## src/rtl/video_pkg.sv

```systemverilog
// Shared types and constants for the video source mux.
package video_pkg;

  localparam int unsigned FRAME_CNT_W    = 16;
  localparam bit          VS_ACTIVE_HIGH = 1'b1;

  typedef enum logic {
    ST_ACTIVE  = 1'b0,
    ST_PENDING = 1'b1
  } sel_state_t;

  // Width of a source index; a single source still needs one bit.
  function automatic int unsigned SEL_W(input int unsigned n);
    return (n < 2) ? 1 : $clog2(n);
  endfunction

endpackage

```

## src/rtl/video_src_mux_vsync_edge_timeout.sv

```systemverilog
// Frame-start detector for the active source plus sync-loss timeout.
// On a source switch the previous-VS register is reloaded from the new
// source so that the switch itself never looks like a frame start.
module vsync_edge_timeout #(
  parameter int unsigned TIMEOUT_CYC = 2000000
) (
  input  logic clk,
  input  logic rst,
  input  logic vs_cur,
  input  logic vs_reload,
  input  logic reload,
  output logic fs_c,
  output logic no_sync
);

  localparam int unsigned      CNT_W   = $clog2(TIMEOUT_CYC + 1);
  localparam logic [CNT_W-1:0] CNT_MAX = CNT_W'(TIMEOUT_CYC);

  logic             vs_prev;
  logic [CNT_W-1:0] cnt;
  logic [CNT_W-1:0] cnt_next;

  assign fs_c = vs_cur & ~vs_prev;

  // Saturating count of cycles since the last frame start or switch.
  always_comb begin
    cnt_next = cnt;
    if (fs_c || reload) begin
      cnt_next = '0;
    end else if (cnt != CNT_MAX) begin
      cnt_next = cnt + CNT_W'(1);
    end
  end

  // vs_prev resets high so a source already in VS at reset release is not
  // mistaken for a frame start.
  always_ff @(posedge clk or posedge rst) begin
    if (rst) begin
      vs_prev <= 1'b1;
      cnt     <= '0;
      no_sync <= 1'b0;
    end else begin
      vs_prev <= reload ? vs_reload : vs_cur;
      cnt     <= cnt_next;
      no_sync <= (cnt_next == CNT_MAX);
    end
  end

endmodule

```

## src/rtl/video_src_mux.sv

```systemverilog
// Frame-aligned video source selector with capture strobe and frame counter.
// Optional build macro VIDEO_SRC_MUX_SWITCH_MUTE_EN blanks colour after a
// switch until the new source's first frame start.
module video_src_mux
  import video_pkg::*;
#(
  parameter int unsigned NUM_SRC     = 4,
  parameter int unsigned COLOR_W     = 12,
  parameter bit          VS_POL      = VS_ACTIVE_HIGH,
  parameter int unsigned TIMEOUT_CYC = 2000000,
  parameter int unsigned INIT_SEL    = 0
) (
  input  logic                         sys_clk,
  input  logic                         rst,
  input  logic [SEL_W(NUM_SRC)-1:0]    sel_in,
  input  logic [NUM_SRC-1:0]           src_de,
  input  logic [NUM_SRC-1:0]           src_hs,
  input  logic [NUM_SRC-1:0]           src_vs,
  input  logic [NUM_SRC*COLOR_W-1:0]   src_r,
  input  logic [NUM_SRC*COLOR_W-1:0]   src_g,
  input  logic [NUM_SRC*COLOR_W-1:0]   src_b,
  input  logic                         capture_req,
  output logic                         vid_de,
  output logic                         vid_hs,
  output logic                         vid_vs,
  output logic [COLOR_W-1:0]           vid_r,
  output logic [COLOR_W-1:0]           vid_g,
  output logic [COLOR_W-1:0]           vid_b,
  output logic [SEL_W(NUM_SRC)-1:0]    sel_active,
  output logic                         switch_pending,
  output logic                         sel_invalid,
  output logic                         no_sync,
  output logic                         capture_pulse,
  output logic [FRAME_CNT_W-1:0]       frame_cnt
);

  localparam int unsigned SW = SEL_W(NUM_SRC);

  logic [SW-1:0]      sel_meta;
  logic [SW-1:0]      sel_sync;
  sel_state_t         state;
  logic               cap_pend;
  logic               vs_cur_c;
  logic               vs_new_c;
  logic               fs_c;
  logic               sel_diff_c;
  logic               switch_c;
  logic               cap_fire_c;
  logic               mute_c;
  logic [COLOR_W-1:0] r_c;
  logic [COLOR_W-1:0] g_c;
  logic [COLOR_W-1:0] b_c;

  // Two-flop synchroniser; the invalid flag is computed alongside so it
  // lines up with sel_sync.
  always_ff @(posedge sys_clk or posedge rst) begin
    if (rst) begin
      sel_meta    <= SW'(INIT_SEL);
      sel_sync    <= SW'(INIT_SEL);
      sel_invalid <= 1'b0;
    end else begin
      sel_meta    <= sel_in;
      sel_sync    <= sel_meta;
      sel_invalid <= (32'(sel_meta) >= NUM_SRC);
    end
  end

  // Source mux, polarity-normalised VS and switch/capture decisions.
  always_comb begin
    vs_cur_c   = ~(src_vs[sel_active] ^ VS_POL);
    vs_new_c   = ~(src_vs[sel_sync] ^ VS_POL);
    sel_diff_c = ~sel_invalid && (sel_sync != sel_active);
    switch_c   = (state == ST_PENDING) && sel_diff_c && (fs_c || no_sync);
    cap_fire_c = fs_c && cap_pend && !switch_c;
    r_c        = src_r[32'(sel_active) * COLOR_W +: COLOR_W];
    g_c        = src_g[32'(sel_active) * COLOR_W +: COLOR_W];
    b_c        = src_b[32'(sel_active) * COLOR_W +: COLOR_W];
  end

  vsync_edge_timeout #(
    .TIMEOUT_CYC(TIMEOUT_CYC)
  ) u_vsync (
    .clk      (sys_clk),
    .rst      (rst),
    .vs_cur   (vs_cur_c),
    .vs_reload(vs_new_c),
    .reload   (switch_c),
    .fs_c     (fs_c),
    .no_sync  (no_sync)
  );

  // Selection FSM, frame counter and capture strobe.
  always_ff @(posedge sys_clk or posedge rst) begin
    if (rst) begin
      state          <= ST_ACTIVE;
      sel_active     <= SW'(INIT_SEL);
      switch_pending <= 1'b0;
      frame_cnt      <= '0;
      cap_pend       <= 1'b0;
      capture_pulse  <= 1'b0;
    end else begin
      capture_pulse <= cap_fire_c;
      cap_pend      <= (cap_pend && !cap_fire_c) || capture_req;
      if (switch_c) begin
        frame_cnt  <= '0;
        sel_active <= sel_sync;
      end else if (fs_c) begin
        frame_cnt <= frame_cnt + FRAME_CNT_W'(1);
      end
      case (state)
        ST_ACTIVE: begin
          if (sel_diff_c) begin
            state          <= ST_PENDING;
            switch_pending <= 1'b1;
          end
        end
        ST_PENDING: begin
          if (!sel_diff_c || switch_c) begin
            state          <= ST_ACTIVE;
            switch_pending <= 1'b0;
          end
        end
        default: begin
          state          <= ST_ACTIVE;
          switch_pending <= 1'b0;
        end
      endcase
    end
  end

`ifdef VIDEO_SRC_MUX_SWITCH_MUTE_EN
  logic mute;

  // Colour blanking from a switch until the new source's first frame start.
  always_ff @(posedge sys_clk or posedge rst) begin
    if (rst) begin
      mute <= 1'b0;
    end else if (switch_c) begin
      mute <= 1'b1;
    end else if (fs_c) begin
      mute <= 1'b0;
    end
  end

  assign mute_c = mute & ~fs_c;
`else
  assign mute_c = 1'b0;
`endif

  // Output register; every field comes from the same source in a cycle.
  always_ff @(posedge sys_clk or posedge rst) begin
    if (rst) begin
      vid_de <= 1'b0;
      vid_hs <= 1'b0;
      vid_vs <= 1'b0;
      vid_r  <= '0;
      vid_g  <= '0;
      vid_b  <= '0;
    end else begin
      vid_de <= src_de[sel_active];
      vid_hs <= src_hs[sel_active];
      vid_vs <= src_vs[sel_active];
      vid_r  <= mute_c ? '0 : r_c;
      vid_g  <= mute_c ? '0 : g_c;
      vid_b  <= mute_c ? '0 : b_c;
    end
  end

endmodule

```

## config.mk

```make
export PLATFORM = sky130hd
export DESIGN_NAME = video_src_mux
export DESIGN_NICKNAME = d
export VERILOG_FILES = /design/src/rtl/video_pkg.sv /design/src/rtl/video_src_mux_vsync_edge_timeout.sv /design/src/rtl/video_src_mux.sv
export SDC_FILE = /design/constraint.sdc
export NUM_CORES = 1
export LEC_CHECK = 0
export ABC_AREA = 0
export CAP_MARGIN = 25
export CORE_MARGIN = 4
export CORE_UTILIZATION = 42
export CTS_BUF_LIST = sky130_fd_sc_hd__clkbuf_8
export CTS_CLUSTER_SIZE = 8
export DETAILED_ROUTE_END_ITERATION = 12
export HOLD_SLACK_MARGIN = 0.05
export PLACE_DENSITY = 0.83
export REMOVE_ABC_BUFFERS = 1
export SLEW_MARGIN = 20
export SYNTH_ARGS = -nofsm -noshare
export SYNTH_HDL_FRONTEND = slang
export SYNTH_SLANG_ARGS = --single-unit
```

## constraint.sdc

```tcl
create_clock -name sys_clk -period 3.3 [get_ports sys_clk]
set_input_delay 0.66 -clock sys_clk [delete_from_list [all_inputs] [get_ports sys_clk]]
set_output_delay 0.66 -clock sys_clk [all_outputs]
set_load 0.05 [all_outputs]
```

# Word-level counts from Yosys, hierarchy flattened
# Index checks and enable logic that the tools add are counted.
totals:
  register_bits: 88
  latchBits: 0
  mem_bits_rw: 0
  rom_bits: 0
  in_bits: 161
  out_inout_bits: 61
  elab_cells: 66
  n_memories: 0
op_classes:
  add_sub_neg: 2
  multipliers: 1
  div_mod_pow: 0
  n_lt_le_gt_ge: 2
  eq_ne: 5
  shifts: 3
  mux: 19
  bitwise_logic: 3
  reduce_logical: 14
ops:
  columns: ["operator", "count"]
  rows:
  - ["$shiftx 48x7->12", 3]
  - ["$mux 21", 2]
  - ["$mux 16", 2]
  - ["$add 21x1->21 const B", 1]
  - ["$eq 21x21->1 const B", 1]
  - ["$ne 21x21->1 const B", 1]
  - ["$add 16x1->16 const B", 1]
  - ["$mux 1", 9]
  - ["$bmux 1 s2", 4]
  - ["$lt 2x3->1 const B", 2]
  - ["$logic_and 1x1->1", 5]
  - ["$logic_or 1x1->1", 4]
  - ["$mul 2x2->4 const B", 1]
  - ["$pmux 1 s2", 2]
  - ["$logic_not 1->1", 3]
  - ["$ne 2x1->1 const B", 1]
  - ["$ne 2x2->1", 1]
  - ["$ne 2x2->1 const B", 1]
  - ["$not 1->1", 2]
  - ["$reduce_and 2->1", 1]
  - ["$reduce_bool 2->1", 1]
  - ["$and 1x1->1", 1]

# Depth between registers and ports, before layout
depth:
  depth_word: 10
  mapped_depth: 9
  depth_no_buf: 8

# By module
# Synthesis repeated with hierarchy kept, for this count alone.
hier_totals:
  cells_unflattened: 338
  area_unflattened_um2: 4465.5
modules_own_cells:
  columns: ["mod", "n_inst", "cells_per_inst", "area_per_inst_um2", "seq_area_each_um2"]
  rows:
  - ["video_src_mux", 1, 192, 3065.4, 1626.6]
  - ["vsync_edge_timeout", 1, 146, 1400.1, 576.8]

# Least setup slack after synthesis
# Ideal clock, no wire load.
synth_path:
  path_type: "flip-flop to flip-flop"
  start: "register sel_active[1]"
  end: "register u_vsync.no_sync"
  setup_ps: 95
  arrival_time_ps: 2203
  t_required_ps: 3205
  setup_slack_ps: 1002
  path_stages_with_launch: 8
  path_buffers: 1
  synth_period_minus_slack_ps: 2298
  path_cell_list: "dfrtp_1 -> buf_6 -> mux2_4 -> o2bb2ai_2 -> a31o_1 -> nor2_2 -> or4b_1 -> nor4b_2"
synth_via:
  elab_chain_len: 8
  word_cells_on_any_way: 10
  classes_between: "2 x eq/ne; 3 x mux; 1 x bitwise; 4 x reduce/logical"
synth_rtl:
  columns: ["element", "line", "rtl"]
  rows:
  - ["start: declaration", "video_src_mux.sv:29", "output logic [SEL_W(NUM_SRC)-1:0] sel_active,"]
  - ["start signal: assignment", "video_src_mux.sv:96", "sel_active <= SW'(INIT_SEL);"]
  - ["start signal: assignment", "video_src_mux.sv:106", "sel_active <= sel_sync;"]
  - ["$bmux 1 s2", "video_src_mux.sv:70", "vs_cur_c = ~(src_vs[sel_active] ^ VS_POL);"]
  - ["$mux 1 (not written as such)", "video_src_mux.sv:70", null]
  - ["$and 1x1->1", "video_src_mux_vsync_edge_timeout.sv:23", "assign fs_c = vs_cur & ~vs_prev;"]
  - ["$logic_or 1x1->1", "video_src_mux.sv:73", "switch_c = (state == ST_PENDING) && sel_diff_c && (fs_c || no_sync);"]
  - ["$logic_and 1x1->1", "video_src_mux.sv:73", null]
  - ["$logic_or 1x1->1 *", "video_src_mux_vsync_edge_timeout.sv:28", "if (fs_c || reload) begin"]
  - ["$mux 21 *", "video_src_mux_vsync_edge_timeout.sv:28", null]
  - ["via u_vsync.cnt_next[10]", "video_src_mux_vsync_edge_timeout.sv:21", "logic [CNT_W-1:0] cnt_next;"]
  - ["$eq 21x21->1 *", "video_src_mux_vsync_edge_timeout.sv:45", "no_sync <= (cnt_next == CNT_MAX);"]
  - ["end signal: assignment", "video_src_mux_vsync_edge_timeout.sv:45", null]
  - ["end: declaration", "video_src_mux_vsync_edge_timeout.sv:13", "output logic no_sync"]
# Mark *: on every way through the listed nets, which the timed path passes. The rest lies on a longest branch. The select of a mux whose other input is x is not followed.
# A chain may end at the register's enable or synchronous reset.

# Final worst setup path
layout_path:
  start: "register sel_active[0]"
  end: "output port sel_active[0]"
# No word-level cell between the ends.

==> metrics.csv <==
metric,value,unit
finish.cell_count_without_fillers,712,
root_buffer_cell,sky130_fd_sc_hd__clkbuf_8,
timing.critical_path.to,sel_active[0],
detail-route-antenna-nets,0,
final-seq-area,2206,um2
syn_area,4539,um2
multi_input_comb_area,2175,um2
drive_gt1_share,13.91,%
end_kind,output port,
post-dp-hpwl,11750,um
max_clock_freq,0.3822,GHz
cts_setup_buffers,0,
timing.critical_path.fanout_max,17,
dieArea,12540,um2
finalWorstSetupSlack,0.6835,ns
post_cts_hold_buffer_count,0,
run_status,"finished, final reports clean",
p_leak,2.843,nW
yosysUniqueCellTypes,56,
die_h,112.0,um
post-layout-total-power,0.005751,W
globalRouteMet3Util,7.228,%
required,2.64,ns
number_of_global_route_vias_before_repair,4237,
holdCritPathClass,flop to flop,
largest_stage_delay_on_the_critical_path,0.92,ns
synth-edff-count,0,
clk_transition_reported_paths,0.09,ns
drtPass1Iterations,4,
worst_ep_arrival_time,1.96,ns
fin_nets,734,
worst_path_top_cell_family_by_delay,buffers and inverters,
post_synth_most_frequent_cells,"87 x sky130_fd_sc_hd__dfrtp_1, 47 x sky130_fd_sc_hd__nor2_1, 39 x sky130_fd_sc_hd__mux4_2",
ctsHtreeMaxLevel,3,
power.ir.vdd_worst,480.8,uV
critPathSlowestCell,sky130_fd_sc_hd__clkdlybuf4s50_1,
r2r_startpoint,u_vsync.cnt[1]$_DFF_PP0_,
r2r_end,u_vsync.no_sync$_DFF_PP0_,
coreArea,10420,um2
via_per_inst,5.277,
power_per_cell_area,810.2,nW/um2
timing.critical_path.from,sel_active[0]$_DFFE_PP0N_,
dpl.cell_count,695,
final.period_utilization,79.29,%
drt_iter0_drc,173,
ios,222,
synth.area.top_cells,"sky130_fd_sc_hd__dfrtp_1 48%, sky130_fd_sc_hd__mux4_2 19%, sky130_fd_sc_hd__xnor2_1 4.4%",
count_of_input_and_output_buffers,220,
cts_made_buffers,9,
grt_antenna_before_repair,2,
cts_resized,0,
yosysTopAreaCell,sky130_fd_sc_hd__dfrtp_1,
num_vias,3757,
cts.sinks,88,
start_util,43.58,%
worstPathCellList,clkdlybuf4s50_1,
post-route-drc-count,0,
globalRouteTotalUtil,22.96,%
post_synthesis_sequential_area_ratio,48.54,%
final-setup-viol-count,0,
grt.met1_usage,23.66,%
final-hold-violation-count,0,
insertion_delay,0.35,ns
cp.buffers_inverters,1,
worst-path-stages,1,
synth.most_common_cell,sky130_fd_sc_hd__dfrtp_1,
setup.worst_path.start_class,flop,
drv_cap,0,
largest_net_degree_at_the_start_of_global_routing,53,
post_synthesis_instance_total,356,
synth-seq-cells,88,
postRouteWirelength,14480,um
synthesis.yosys.warnings,0,
place_congestion,0.9126,
preCtsSetupSlack,0.4501,ns
postSynth.topFlopCell,sky130_fd_sc_hd__dfrtp_1,
area_delta_synth_final,56.37,%
worstSetupPathType,flop to output port,
finalWorstPathRequiredPeriod,2.617,ns
maxSlewViolCount,0,
synthesis.area_per_instance,12.75,um2
fillers,724,
gr-total-overflow,0,
synth_largest_type_area_fraction,47.96,%
ctsLongestPathBuffers,2,
global_route.peak_usage_layer,met2,
worstRegToRegCells,7,
grt_pass1_wl,22340,um
worst-r2r-setup-slack,0.85,ns
synth-async-reset-ratio,100.0,%
tightestPinTransition,0.6491,ns
globalRouteMet2Util,42.57,%
placementRows,37,
wl_per_cell,20.34,um
grt_setup_unrepaired,false,
clock_skew,0.01199,ns
headroom_to_the_max_slew_limit,56.68,%
cts_tree,yes,
finalCoreUtilization,68.14,%
die_w,112.0,um
[placed cells by master (no fill, tap or decap), types with 2 or more instances in the layout]
cell type	Yosys	layout
sky130_fd_sc_hd__clkdlybuf4s50_1	0	220
sky130_fd_sc_hd__dfrtp_1	87	85
sky130_fd_sc_hd__nor2_1	47	47
sky130_fd_sc_hd__mux4_2	39	39
sky130_fd_sc_hd__xnor2_1	23	23
sky130_fd_sc_hd__xor2_1	15	15
sky130_fd_sc_hd__nand3_1	13	13
sky130_fd_sc_hd__inv_1	12	13
sky130_fd_sc_hd__nand2_1	12	12
sky130_fd_sc_hd__nand4_1	12	12
sky130_fd_sc_hd__clkbuf_8	0	9
sky130_fd_sc_hd__nor3_1	8	8
sky130_fd_sc_hd__a21oi_1	6	6
sky130_fd_sc_hd__buf_4	2	5
sky130_fd_sc_hd__mux2i_1	4	4
sky130_fd_sc_hd__o21ai_0	4	4
sky130_fd_sc_hd__nor4_1	4	4
sky130_fd_sc_hd__or3_1	3	3
sky130_fd_sc_hd__mux2_2	3	3
sky130_fd_sc_hd__ha_1	3	3
sky130_fd_sc_hd__bufinv_16	0	3
sky130_fd_sc_hd__a31oi_1	2	2
sky130_fd_sc_hd__nor4b_1	2	2
sky130_fd_sc_hd__nor3_4	2	2
sky130_fd_sc_hd__and3_1	2	2
sky130_fd_sc_hd__o2bb2ai_1	2	2
sky130_fd_sc_hd__clkinv_4	0	2
sky130_fd_sc_hd__dfrtp_2	0	2
[state kept, by name, indices dropped and copies added (netlist names)]
register         flops
frame_cnt           16
u_vsync.cnt         21
vid_b               12
state                1
sel_meta             2
u_vsync.no_sync      1
vid_r               12
vid_de               1
vid_hs               1
sel_active           2
switch_pending       1
vid_vs               1
u_vsync.vs_prev      1
capture_pulse        1
cap_pend             1
sel_sync             2
vid_g               12
[how the worst min path moves through the flow]
| stage | start | slack, ns | cells after the start | to |
|---|---|---|---|---|
| after floorplan | sel_meta[0]$_DFF_PP0_ | 0.33 | 0 | sel_sync[0]$_DFF_PP0_ |
| after global placement | sel_meta[1]$_DFF_PP0_ | 0.33 | 0 | sel_sync[1]$_DFF_PP0_ |
| after detailed placement | sel_meta[1]$_DFF_PP0_ | 0.34 | 0 | sel_sync[1]$_DFF_PP0_ |
| after CTS | sel_meta[0]$_DFF_PP0_ | 0.36 | 0 | sel_sync[0]$_DFF_PP0_ |
| after global routing | sel_meta[1]$_DFF_PP0_ | 0.37 | 0 | sel_sync[1]$_DFF_PP0_ |
| final | sel_meta[1]$_DFF_PP0_ | 0.36 | 0 | sel_sync[1]$_DFF_PP0_ |
[final cells by class]
cell class | count | area share [%]
well taps | 136 | 2.397
flip-flops and latches | 88 | 31.08
clock inverters | 7 | 1.622
diodes | 1 | 0.03525
repair buffers | 226 | 31.84
inverters | 12 | 0.6522
multi-input cells | 233 | 30.64
clock buffers | 9 | 1.745
[worst register-to-register path: stages (launching register included)]
cell	delay [ns]
sky130_fd_sc_hd__dfrtp_1	0.49
sky130_fd_sc_hd__ha_1	0.29
sky130_fd_sc_hd__nand4_1	0.22
sky130_fd_sc_hd__nor3_1	0.42
sky130_fd_sc_hd__nand4_1	0.18
sky130_fd_sc_hd__a211oi_1	0.29
sky130_fd_sc_hd__o2111ai_1	0.18
sky130_fd_sc_hd__nor4b_2	0.29
[through the flow]
stage | setup TNS [ns] | hold WS (ns) | instance area, um2
final | 0 | 0.3594 | 7098
after global routing | 0 | 0.3673 | 7098
after CTS | 0 | 0.3606 | 7096
after detailed placement | 0 | 0.3371 | 6857
after global placement | 0 | 0.3329 | 6857
after floorplan | -8.972 | 0.3312 | 4423
[metal layers]
metal	up-vias	wire length, um
met5	-	13
met3	35	1082
met1	1847	4908
met4	2	446
li1	1728	-
met2	145	8030
[report_power, final]
| group | leakage (nW) | internal (W) | switching (W) | total, W |
|---|---|---|---|---|
| Sequential | 1.10 | 0.00143 | 0.000273 | 0.00170 |
| Clock | 0.126 | 0.000501 | 0.000385 | 0.000886 |
| Combinational | 1.62 | 0.00130 | 0.00187 | 0.00316 |
[cells by family after synthesis]
family / count (synthesis) / synth area share [%]
AND/OR/NAND/NOR: 121 / 14.77
flip-flops: 88 / 48.54
multiplexers: 47 / 21.31
XOR/XNOR: 38 / 7.332
buffers and inverters: 35 / 3.555
AO/OA/AOI/OAI: 23 / 3.584
adder cells (fa/ha/maj): 3 / 0.8270
other: 1 / 0.08261
(Power assumes the default switching activity.)
